### src/rtl/seg_monitor.sv
// Receiver-side checker for the rotating 8-digit seven-segment bus.
// Debounces raw patterns, decodes glyphs and scores each rotation step.
module seg_monitor #(
    parameter int unsigned STABLE_CYC = 4,
    parameter int unsigned CNT_W      = 16
) (
    input  logic             clk,
    input  logic             rst,
    input  logic [7:0]       i_seg0,
    input  logic [7:0]       i_seg1,
    input  logic [7:0]       i_seg2,
    input  logic [7:0]       i_seg3,
    input  logic [7:0]       i_seg4,
    input  logic [7:0]       i_seg5,
    input  logic [7:0]       i_seg6,
    input  logic [7:0]       i_seg7,
    output logic [31:0]      digit_o,
    output logic [7:0]       valid_o,
    output logic [7:0]       dp_o,
    output logic             sync_o,
    output logic             step_pulse,
    output logic             err_pulse,
    output logic [CNT_W-1:0] step_cnt,
    output logic [CNT_W-1:0] err_cnt,
    output logic [31:0]      last_interval
);

    typedef enum logic {
        UNSYNC = 1'b0,
        SYNCED = 1'b1
    } state_t;

    localparam logic [15:0]      STAB_MAX = 16'(STABLE_CYC);
    localparam logic [CNT_W-1:0] CNT_MAX  = '1;
    localparam logic [31:0]      IVL_MAX  = '1;

    // Returns {valid, digit}; dp is masked before lookup.
    function automatic logic [4:0] decode(input logic [7:0] raw);
        logic [7:0] g;
        g = ~raw & 8'hFE;
        case (g)
            8'hFC:   decode = 5'h10;
            8'h60:   decode = 5'h11;
            8'hDA:   decode = 5'h12;
            8'hF2:   decode = 5'h13;
            8'h66:   decode = 5'h14;
            8'hB6:   decode = 5'h15;
            8'hBE:   decode = 5'h16;
            8'hE0:   decode = 5'h17;
            8'hFE:   decode = 5'h18;
            8'hF6:   decode = 5'h19;
            8'hEE:   decode = 5'h1A;
            8'h3E:   decode = 5'h1B;
            8'h9C:   decode = 5'h1C;
            8'h7A:   decode = 5'h1D;
            8'h9E:   decode = 5'h1E;
            8'h8E:   decode = 5'h1F;
            default: decode = 5'h00;
        endcase
    endfunction

    logic [63:0]      s1_q, s1_d;
    logic [63:0]      cand_q, cand_d;
    logic [63:0]      acc_q, acc_d;
    logic [15:0]      stab_q, stab_d;
    logic [31:0]      ivl_q, ivl_d;
    logic             prior_q, prior_d;
    logic [31:0]      digit_q, digit_d;
    logic [7:0]       valid_q, valid_d;
    logic [7:0]       dp_q, dp_d;
    state_t           state_q, state_d;
    logic             step_q, step_d;
    logic             err_q, err_d;
    logic [CNT_W-1:0] scnt_q, scnt_d;
    logic [CNT_W-1:0] ecnt_q, ecnt_d;
    logic [31:0]      last_q, last_d;

    logic             reach;
    logic             accept;
    logic [7:0][3:0]  nd;
    logic [7:0]       nv;
    logic [7:0]       ndp;
    logic             cons;
    logic             correct;

    assign s1_d = {i_seg7, i_seg6, i_seg5, i_seg4,
                   i_seg3, i_seg2, i_seg1, i_seg0};

    always_comb begin
        cand_d = cand_q;
        stab_d = stab_q;
        if (s1_q != cand_q) begin
            cand_d = s1_q;
            stab_d = 16'd1;
        end else if (stab_q != STAB_MAX) begin
            stab_d = stab_q + 16'd1;
        end
        reach  = (stab_d == STAB_MAX) &&
                 ((s1_q != cand_q) || (stab_q != STAB_MAX));
        accept = reach && (cand_d != acc_q);
    end

    always_comb begin
        nd   = '0;
        nv   = '0;
        ndp  = '0;
        for (int i = 0; i < 8; i++) begin
            {nv[i], nd[i]} = decode(cand_d[8*i +: 8]);
            ndp[i]         = ~cand_d[8*i];
        end
        cons = &nv;
        for (int i = 1; i < 8; i++) begin
            if (nd[i] != {1'b0, nd[0][2:0] + 3'(i)})
                cons = 1'b0;
        end
        // Reference is the previously accepted digit 0.
        correct = cons &&
                  (nd[0] == {1'b0, digit_q[2:0] + 3'd1});
    end

    always_comb begin
        acc_d   = acc_q;
        digit_d = digit_q;
        valid_d = valid_q;
        dp_d    = dp_q;
        state_d = state_q;
        step_d  = 1'b0;
        err_d   = 1'b0;
        scnt_d  = scnt_q;
        ecnt_d  = ecnt_q;
        if (accept) begin
            acc_d   = cand_d;
            digit_d = nd;
            valid_d = nv;
            dp_d    = ndp;
            unique case (state_q)
                UNSYNC: begin
                    if (cons)
                        state_d = SYNCED;
                end
                SYNCED: begin
                    if (correct) begin
                        step_d = 1'b1;
                        if (scnt_q != CNT_MAX)
                            scnt_d = scnt_q + 1'b1;
                    end else begin
                        err_d = 1'b1;
                        if (ecnt_q != CNT_MAX)
                            ecnt_d = ecnt_q + 1'b1;
                        if (!cons)
                            state_d = UNSYNC;
                    end
                end
            endcase
        end
    end

    always_comb begin
        ivl_d   = (ivl_q == IVL_MAX) ? ivl_q : ivl_q + 32'd1;
        last_d  = last_q;
        prior_d = prior_q | accept;
        if (accept) begin
            ivl_d = '0;
            if (prior_q)
                last_d = (ivl_q == IVL_MAX) ? IVL_MAX : ivl_q + 32'd1;
        end
    end

    always_ff @(posedge clk) begin
        if (rst) begin
            s1_q    <= '0;
            cand_q  <= '0;
            acc_q   <= '0;
            stab_q  <= '0;
            ivl_q   <= '0;
            prior_q <= 1'b0;
            digit_q <= '0;
            valid_q <= '0;
            dp_q    <= '0;
            state_q <= UNSYNC;
            step_q  <= 1'b0;
            err_q   <= 1'b0;
            scnt_q  <= '0;
            ecnt_q  <= '0;
            last_q  <= '0;
        end else begin
            s1_q    <= s1_d;
            cand_q  <= cand_d;
            acc_q   <= acc_d;
            stab_q  <= stab_d;
            ivl_q   <= ivl_d;
            prior_q <= prior_d;
            digit_q <= digit_d;
            valid_q <= valid_d;
            dp_q    <= dp_d;
            state_q <= state_d;
            step_q  <= step_d;
            err_q   <= err_d;
            scnt_q  <= scnt_d;
            ecnt_q  <= ecnt_d;
            last_q  <= last_d;
        end
    end

    assign digit_o       = digit_q;
    assign valid_o       = valid_q;
    assign dp_o          = dp_q;
    assign sync_o        = (state_q == SYNCED);
    assign step_pulse    = step_q;
    assign err_pulse     = err_q;
    assign step_cnt      = scnt_q;
    assign err_cnt       = ecnt_q;
    assign last_interval = last_q;

endmodule
### config.mk
export PLATFORM = sky130hd
export DESIGN_NAME = seg_monitor
export DESIGN_NICKNAME = d
export VERILOG_FILES = /design/src/rtl/seg_monitor.sv
export SDC_FILE = /design/constraint.sdc
export NUM_CORES = 1
export LEC_CHECK = 0
export ABC_AREA = 1
export CAP_MARGIN = 25
export CORE_ASPECT_RATIO = 2
export CORE_MARGIN = 4
export CORE_UTILIZATION = 55
export CTS_BUF_LIST = sky130_fd_sc_hd__clkbuf_4 sky130_fd_sc_hd__clkbuf_8
export DETAILED_ROUTE_END_ITERATION = 6
export PLACE_DENSITY = 0.77
export SYNTH_ARGS = -nofsm -noshare
export SYNTH_HDL_FRONTEND = slang
export SYNTH_SLANG_ARGS = --single-unit
### constraint.sdc
create_clock -name clk -period 4.25 [get_ports clk]
set_input_delay 0.425 -clock clk [delete_from_list [all_inputs] [get_ports clk]]
set_output_delay 0.425 -clock clk [all_outputs]
set_load 0.1 [all_outputs]
==> impl_metrics.yaml <==
sta:
  finalHoldViolCount: 0
  max_freq_ghz: 0.263
  max_slew_margin_pct: 27.4
  rsz0062_at_grt: "no"
  setup_viol: 0
  tns_ns: 0
  worst_slew_pin_slew_ns: 1.09
  clock_skew_ns: 0.0334
  whs_ns: 0.336
  layout_min_cycle_time_ns: 3.80
  period_share_pct: 89.4
  finalMaxSlewViolations: 0
pwr:
  leakagePower_nw: 10.1
  powerDensity_nw_per_um2: 330
  ir_drop_mv: 0.364
cts:
  clockRootBuffer: "clkbuf_8"
  insertion_delay_ns: 0.60
  cts_sinks: 356
  ctsResizeCount: 0
  cts_tree: "done"
  clk_path_buf_depth: 3
  cts_setup_buffers: 0
  cts_hold_buf: 0
  cts_buffers: 51
  path_clk_slew_ns: 0.07
  htree_levels: 2
placed_design:
  gp_congestion: 1.03
  port_buffers: 180
  dpl.hpwl_um: 42200
  post_dp_cell_area_um2: 20500
  dp.cells: 3292
worst_setup_path:
  path_class: "reg -> reg"
  crit_start: "s1_q[5]$_SDFF_PP0_"
  crit_fanout: 10
  crit_required_ns: 4.72
  arrival_ns: 4.27
  worstReg2RegStart: "s1_q[5]$_SDFF_PP0_"
  critPathCaptureType: "flop"
  ff2ff_path_depth: 22
  rrSetupSlack_ns: 0.45
  timing.rr.end: "step_cnt[5]$_SDFFE_PP0P_"
  start_kind: "flop"
yosys:
  synth.cell_area_um2: 18400
  synth_async_sr_flop_share_pct: 0
  syn_avg_cell_area_um2: 6.67
  ys_seq_elements: 356
  yosys.area.top_type_share_pct: 38.7
  synth_fp_nets: 2831
  yosys_warnings: 0
  synth_area_leader_cell: "dfxtp_1"
  synth-edff-count: 0
  synth_area_leaders: "dfxtp_1 39%, nor2_1 11%, nand2_1 11%, inv_1 7.9%, nand3_1 4.6%"
  ys_types: 54
  synth_ff_type: "dfxtp_1"
  seq_area_frac_synth_pct: 38.7
  syn_inst: 2757
final_layout:
  drive_above_1_share_pct: 6.02
  layout_commonest_cell: "nor2_1"
  fin_area_um2: 21700
  finalNonFillerCells: 3390
  final_nets: 2993
  final_cell_mix: "551 x nor2_1, 547 x nand2_1, 385 x inv_1"
  syn_to_final_growth_pct: 17.8
routing:
  drt_wl_total_um: 55500
  firstDrtPassIters: 5
  ant_nets: 0
  routed_via_density: 5.34
  wl_per_cell_um: 16.4
  drt_iter0_drc: 918
  vias: 18092
  drc: 0
min_path:
  hold_end: "s1_q[39]$_SDFF_PP0_"
  min_path_type: "in -> reg"
  min_from: "i_seg4[7]"
  hold_depth: 3
die:
  coreArea_um2: 32900
  rows: 94
  dieWidth_um: 137
  die_y_um: 267
  start_util_pct: 55.9
  ioPinCount: 181
  dieArea_um2: 36600
run:
  maxCapViolCount: 0
run_status:
  status: "finished, final reports clean"
global_routing:
  grt_pass1_wl_um: 88500
  antenna_found_initial: 1
  track_usage_pct: 30.1
  grt.overflow.total: 0
  grt_max_degree: 107
  grt_pass1_vias: 18247
## through the flow
stage                     power [mW]  utilization (%)  worst slack, ns
final                           7.15             65.8            0.451
after global routing            7.44             65.8           0.0577
after CTS                       7.21             65.6            0.340
after detailed placement        4.31             62.2            0.376
after global placement          4.31             62.2            0.504
after floorplan                 4.04                -             1.21
## where the power goes
part / switching, mW / internal [mW] / leakage [nW]
Clock: 1.32 / 1.58 / 0.577
Combinational: 0.495 / 0.271 / 6.67
Sequential: 0.0823 / 3.40 / 2.90
## logic make-up after synthesis
kind of cell             count (synthesis)  synth area share, %
flip-flops                             356                 38.7
XOR/XNOR                               158                 7.52
AO/OA/AOI/OAI                          263                 8.33
adder cells (fa/ha/maj)                  8                0.544
multiplexers                             1               0.0544
AND/OR/NAND/NOR                       1472                 34.1
buffers and inverters                  499                 10.7
## cell usage after synthesis (3+ instances only)
cell type	instances
and3_1	3
ha_1	8
inv_1	386
nor3_2	3
nor2_4	4
o31ai_1	22
a211oi_1	4
clkbuf_1	39
o21bai_2	7
xnor2_1	70
and2_1	6
or2_2	7
inv_2	10
dfxtp_1	356
nor2_2	12
nand4_1	68
nor3_1	64
nand3_1	169
o22ai_1	56
buf_1	8
buf_4	8
nor2_1	551
a21oi_1	72
a31oi_1	4
nand3b_1	6
clkbuf_2	4
o21ai_0	86
nor4_1	13
xor2_1	88
nand2_1	547
buf_2	40
nor3b_1	5
## layer usage
metal,track usage [%],share of wire [%],up-vias
li1,-,-,8996
met1,29.8,35,8354
met2,58.0,54,546
met3,3.79,4.3,196
met4,17.7,6.4,0
met5,0,0,-
## sequential cells by signal, summed over array words and instances (netlist names), 8 cells and up
register / cells
acc_q: 64
cand_q: 64
digit_o: 32
dp_o: 8
err_cnt: 16
ivl_q: 32
last_interval: 32
s1_q: 64
stab_q: 16
step_cnt: 16
valid_o: 8
## critical path, stage by stage (launching register included)
cell	delay (ns)
dfxtp_1	0.42
inv_1	0.16
nand2_1	0.12
nor2_2	0.06
nand2_1	0.12
nand2_1	0.10
nor2_1	0.20
nand2_4	0.15
inv_2	0.24
ha_1	0.37
inv_1	0.17
nand2_1	0.07
nand2_1	0.10
nand2_1	0.06
nor2_1	0.11
nand3_1	0.11
nor2_2	0.12
nand3_2	0.22
nor2_4	0.28
buf_4	0.17
nand3_1	0.08
o21ai_0	0.17
nor2_1	0.05
## cell type report
| cell class | count | area, um^2 |
|---|---|---|
| clock buffers | 70 | 913 |
| inverters | 398 | 1490 |
| fillers | 3016 | 11300 |
| multi-input cells | 1902 | 9300 |
| clock inverters | 21 | 196 |
| flip-flops and latches | 356 | 7130 |
| repair buffers | 210 | 2100 |
| well taps | 432 | 541 |
| diodes | 1 | 2.50 |
## worst max path at each step
stage                                     endpoint  slack, ns  depth (start not counted)
final                     step_cnt[5]$_SDFFE_PP0P_       0.45                         22
after global routing      step_cnt[8]$_SDFFE_PP0P_       0.06                         22
after CTS                 step_cnt[8]$_SDFFE_PP0P_       0.34                         23
after detailed placement  step_cnt[8]$_SDFFE_PP0P_       0.38                         23
after global placement    step_cnt[4]$_SDFFE_PP0P_       0.50                         23
after floorplan           step_cnt[0]$_SDFFE_PP0P_       1.21                         12
Note: power is estimated with default switching activity, not from simulation.
